===== src/rtl/score_life_tracker.sv =====
// Score / lives tracker for a single-digit game display. Optional post-hit invulnerability
// window (state INVULN plus countdown timer) is built only when SCORE_LIFE_INVULN_EN is defined.
module score_life_tracker #(
    parameter int unsigned LIFE          = 3,
    parameter int unsigned MAX_SCORE     = 9,
    parameter int unsigned INVULN_CYCLES = 50_000_000
) (
    input  logic       clk,
    input  logic       rst,
    input  logic       start,
    input  logic       hit_evt,
    input  logic       hited_evt,
    output logic [3:0] hit,
    output logic [3:0] hited,
    output logic       game_over,
    output logic       hurt_flash
);
    typedef enum logic [1:0] {StPlay, StInvuln, StOver} state_e;

    localparam logic [3:0] MaxScore = 4'(MAX_SCORE);
    localparam logic [3:0] Life     = 4'(LIFE);

    state_e     state_q, state_d;
    logic [3:0] hit_q, hit_d;
    logic [3:0] hited_q, hited_d;
    logic       game_over_q, game_over_d;
    logic [3:0] hit_sat;
    logic [3:0] hited_inc;

`ifdef SCORE_LIFE_INVULN_EN
    localparam int unsigned TimerW = 26;
    localparam logic [TimerW-1:0] TimerLoad = TimerW'(INVULN_CYCLES - 1);

    logic [TimerW-1:0] timer_q, timer_d;
    logic              hurt_flash_q, hurt_flash_d;
`endif

    // Score never wraps: it sticks at MaxScore.
    assign hit_sat   = (hit_evt && (hit_q < MaxScore)) ? hit_q + 4'd1 : hit_q;
    assign hited_inc = hited_q + 4'd1;

    always_comb begin
        state_d = state_q;
        hit_d   = hit_q;
        hited_d = hited_q;
`ifdef SCORE_LIFE_INVULN_EN
        timer_d = timer_q;
`endif
        case (state_q)
            StOver: begin
                if (start) begin
                    hit_d   = 4'd0;
                    hited_d = 4'd0;
                    state_d = StPlay;
                end
            end
`ifdef SCORE_LIFE_INVULN_EN
            StInvuln: begin
                hit_d = hit_sat;
                // Leave on the cycle after the timer reads zero: INVULN_CYCLES cycles in total.
                if (timer_q == '0) begin
                    state_d = StPlay;
                end else begin
                    timer_d = timer_q - 1'b1;
                end
            end
`endif
            default: begin
                hit_d = hit_sat;
                if (hited_evt) begin
                    hited_d = hited_inc;
                    if (hited_inc == Life) begin
                        state_d = StOver;
                    end
`ifdef SCORE_LIFE_INVULN_EN
                    else begin
                        state_d = StInvuln;
                        timer_d = TimerLoad;
                    end
`endif
                end
            end
        endcase
        game_over_d = (state_d == StOver);
`ifdef SCORE_LIFE_INVULN_EN
        hurt_flash_d = (state_d == StInvuln);
`endif
    end

    always_ff @(posedge clk or posedge rst) begin
        if (rst) begin
            state_q      <= StPlay;
            hit_q        <= 4'd0;
            hited_q      <= 4'd0;
            game_over_q  <= 1'b0;
`ifdef SCORE_LIFE_INVULN_EN
            timer_q      <= '0;
            hurt_flash_q <= 1'b0;
`endif
        end else begin
            state_q      <= state_d;
            hit_q        <= hit_d;
            hited_q      <= hited_d;
            game_over_q  <= game_over_d;
`ifdef SCORE_LIFE_INVULN_EN
            timer_q      <= timer_d;
            hurt_flash_q <= hurt_flash_d;
`endif
        end
    end

    assign hit       = hit_q;
    assign hited     = hited_q;
    assign game_over = game_over_q;
`ifdef SCORE_LIFE_INVULN_EN
    assign hurt_flash = hurt_flash_q;
`else
    assign hurt_flash = 1'b0;
`endif

endmodule


===== config.mk =====
export PLATFORM = sky130hd
export DESIGN_NAME = score_life_tracker
export DESIGN_NICKNAME = d
export VERILOG_FILES = /design/src/rtl/score_life_tracker.sv
export SDC_FILE = /design/constraint.sdc
export NUM_CORES = 1
export LEC_CHECK = 0
export ABC_AREA = 0
export BUFFER_PORTS_ARGS = -buffer_cell sky130_fd_sc_hd__buf_2
export CAP_MARGIN = 25
export CORE_AREA = 3 3 40 42
export DETAILED_ROUTE_END_ITERATION = 7
export DIE_AREA = 0 0 43 45
export PLACE_DENSITY = 0.68
export SYNTH_ARGS = -nofsm -noshare
export SYNTH_HDL_FRONTEND = slang
export SYNTH_SLANG_ARGS = --single-unit

===== constraint.sdc =====
create_clock -name clk -period 3.2 [get_ports clk]
set_input_delay 0.32 -clock clk [delete_from_list [all_inputs] [get_ports clk]]
set_output_delay 0.32 -clock clk [all_outputs]
set_load 0.1 [all_outputs]

==> run_results.csv <==
group,metric,value,unit
sta,hold_viol_final,0,
detailed_routing,ant_nets,0,
synth,synth_top_area_share,44.1,%
clock_tree,cts_setup_buffers,0,
grt,busiest_layer,"met2",
clock_tree,cts.path.max_buffers,2,
sta,fin_crit_sh,46.4,%
grt,antenna_found_initial,0,
synth,synthTopCellsByArea,"dfrtp_1, ha_1, o21ai_2",
grt,grt_pass1_vias,444,
synth,syn_inst,65,
setup_path,cp-start-kind,"register",
grt,use_met3,3.59,%
grt,grt-ovfl-total,0,
sta,setup_tns,0,ns
synth,yosysTopAreaCell,"dfrtp_1",
synth,syn_nets,74,
grt,grt_pass1_wl,1980,um
setup_path,arrival,1.17,ns
setup_path,cp_max_fo,6,
sta,rsz0062_at_grt,"no",
sta,period_minus_slack,1.49,ns
place,place_hpwl,896,um
sta,finalClockSkew,0.00329,ns
synth,synth_seq_cells,11,
floorplanning,coreArea,1280,um2
clock_tree,cts_tree,"built",
sta,setup_viol,0,
setup_path,critPathTopFamily,"buffers and inverters",
synth,yosysWarnings,0,
detailed_routing,wl_per_cell,12.3,um
grt,grt_max_degree,12,
setup_path,cpPeakStageDelay,0.46,ns
setup_path,endpoint_kind,"output port",
clock_tree,post_cts_resized,0,
final_layout,syn2layout_area_growth,16.4,%
floorplanning,start_util,48.6,%
clock_tree,path_clk_slew,0.07,ns
floorplanning,ioPinCount,15,
sta,slew_viol_final,0,
place,port_buffers,13,
setup_path,required,2.88,ns
final_layout,post-route-util,56.6,%
synth,avgSynthCellArea,9.61,um2
grt,grt_use_met1,18.5,%
floorplanning,die_w,43,um
grt,met2_usage,21.3,%
final_layout,antennaDiodeCount,0,
clock_tree,ctsHtreeMaxLevel,1,
setup_path,timing.critical_path.cells,"buf_2",
setup_path,crit_buf_inv,1,
place,gp_congestion,0.705,
clock_tree,cts.hold.buffers_added,0,
status,status,"finished, final reports clean",
sta,max_freq,673,MHz
setup_path,crit_slowest_cell,"buf_2",
synth,syn_area,624,um2
synth,seq_area_frac_synth,44.1,%
detailed_routing,drcViolationCount,0,
detailed_routing,first_pass_iters,4,
floorplanning,die_h,45,um
final_layout,nets,91,
floorplanning,rows,13,
setup_path,critical_path_class,"register to output port",
clock_tree,clock_sinks,11,
detailed_routing,viasPerCell,5.15,
clock_tree,clock-root-buffer,"clkbuf_4",
detailed_routing,drt_iter0_markers,17,
hold_path,hold_path.class,"input port to async pin",
floorplanning,die-area,1940,um2
detailed_routing,via_count,494,
clock_tree,numCtsBuffers,3,
flow_run,maxCapViolations,0,
final_layout,drive_gt1_share,29.6,%
synth,ys_types,26,
grt,track_usage,14.5,%
clock_tree,clk-insertion-delay-late,0.27,ns
detailed_routing,finalWirelength,1180,um
per-layer routing:
metal | vias up | routed length [um]
li1 | 246 | -
met1 | 224 | 553
met2 | 19 | 515
met3 | 5 | 76
met4 | 0 | 37
met5 | - | 0
cell usage after synthesis:
master    count
a21oi_1       1
nand4_1       1
xor2_1        1
nand2b_4      1
or3b_1        1
a21boi_1      1
nor2_1        2
inv_1         8
nor2b_1       2
conb_1        1
nor3_1        1
ha_1          4
o21a_1        1
nand3_1       2
o21ai_1       5
nand2_1       7
nand2b_2      1
xnor2_1       1
and2_1        1
o41ai_1       1
buf_4         1
o21ai_0       4
nor2b_2       1
dfrtp_1      11
o211a_4       1
o21ai_2       4
flip-flops by register name (all words and copies together) (netlist names):
register and count:
hited 4, state_q 2, hit 4, game_over 1
metrics by stage:
stage | instance area (um2) | instances | hold WS [ns] | setup WS, ns
floorplan | 624 | 65 | 0.172 | 1.09
global placement | 701 | 92 | 0.340 | 1.86
detailed placement | 701 | 92 | 0.340 | 1.83
CTS | 727 | 96 | 0.0400 | 1.70
global route | 727 | 96 | 0.0626 | 1.64
finish | 727 | 96 | 0.0334 | 1.71
cell families (layout without fill, tap and decap cells):
group | after synthesis | in the layout | share of synthesized area [%]
flip-flops | 11 | 11 | 44.1
adder cells (fa/ha/maj) | 4 | 4 | 8.02
AND/OR/NAND/NOR | 20 | 20 | 18.2
XOR/XNOR | 2 | 2 | 2.81
other | 1 | 1 | 0.601
buffers and inverters | 9 | 25 | 6.01
AO/OA/AOI/OAI | 18 | 18 | 20.2
cell type report:
class                      count  area, um2
fill                         120        558
multi-input combinational     45        312
sequential                    11        275
timing repair buffer          13       65.1
inverter                       8       30.0
clock buffer                   4       26.3
tap                           15       18.8
cells in the final DEF (no fill, tap or decap):
| master | netlist | routed |
|---|---|---|
| o211a_4 | 1 | 1 |
| o21ai_2 | 4 | 4 |
| clkbuf_4 | 0 | 3 |
| xor2_1 | 1 | 1 |
| or3b_1 | 1 | 1 |
| nor2b_1 | 2 | 2 |
| nand2b_2 | 1 | 1 |
| and2_1 | 1 | 1 |
| o41ai_1 | 1 | 1 |
| xnor2_1 | 1 | 1 |
| nor3_1 | 1 | 1 |
| nand2b_4 | 1 | 1 |
| a21boi_1 | 1 | 1 |
| ha_1 | 4 | 4 |
| nand3_1 | 2 | 2 |
| buf_2 | 0 | 13 |
| o21ai_1 | 5 | 5 |
| inv_1 | 8 | 8 |
| o21ai_0 | 4 | 4 |
| nand2_1 | 7 | 7 |
| nor2b_2 | 1 | 1 |
| nor2_1 | 2 | 2 |
| a21oi_1 | 1 | 1 |
| nand4_1 | 1 | 1 |
| conb_1 | 1 | 1 |
| dfrtp_1 | 11 | 11 |
| clkbuf_1 | 0 | 1 |
| o21a_1 | 1 | 1 |
worst paths after layout:
kind / cells past startpoint / slack (ns) / endpoint / from
max: 1 / 1.71 / hited[0] / hited[0]
min: 2 / 0.03 / hited[2] / rst
max reg2reg: 6 / 1.82 / hit[2] / hit[0]
min reg2reg: 1 / 0.55 / state_q[0] / state_q[0]
max in group asynchronous: 2 / 2.86 / hited[1] / rst
min in group clk: 3 / 0.36 / hited[0] / hited_evt
Power is left out: the tool's default activity adds up to more than one toggle a clock period on the data nets, which glitch-free logic cannot reach.
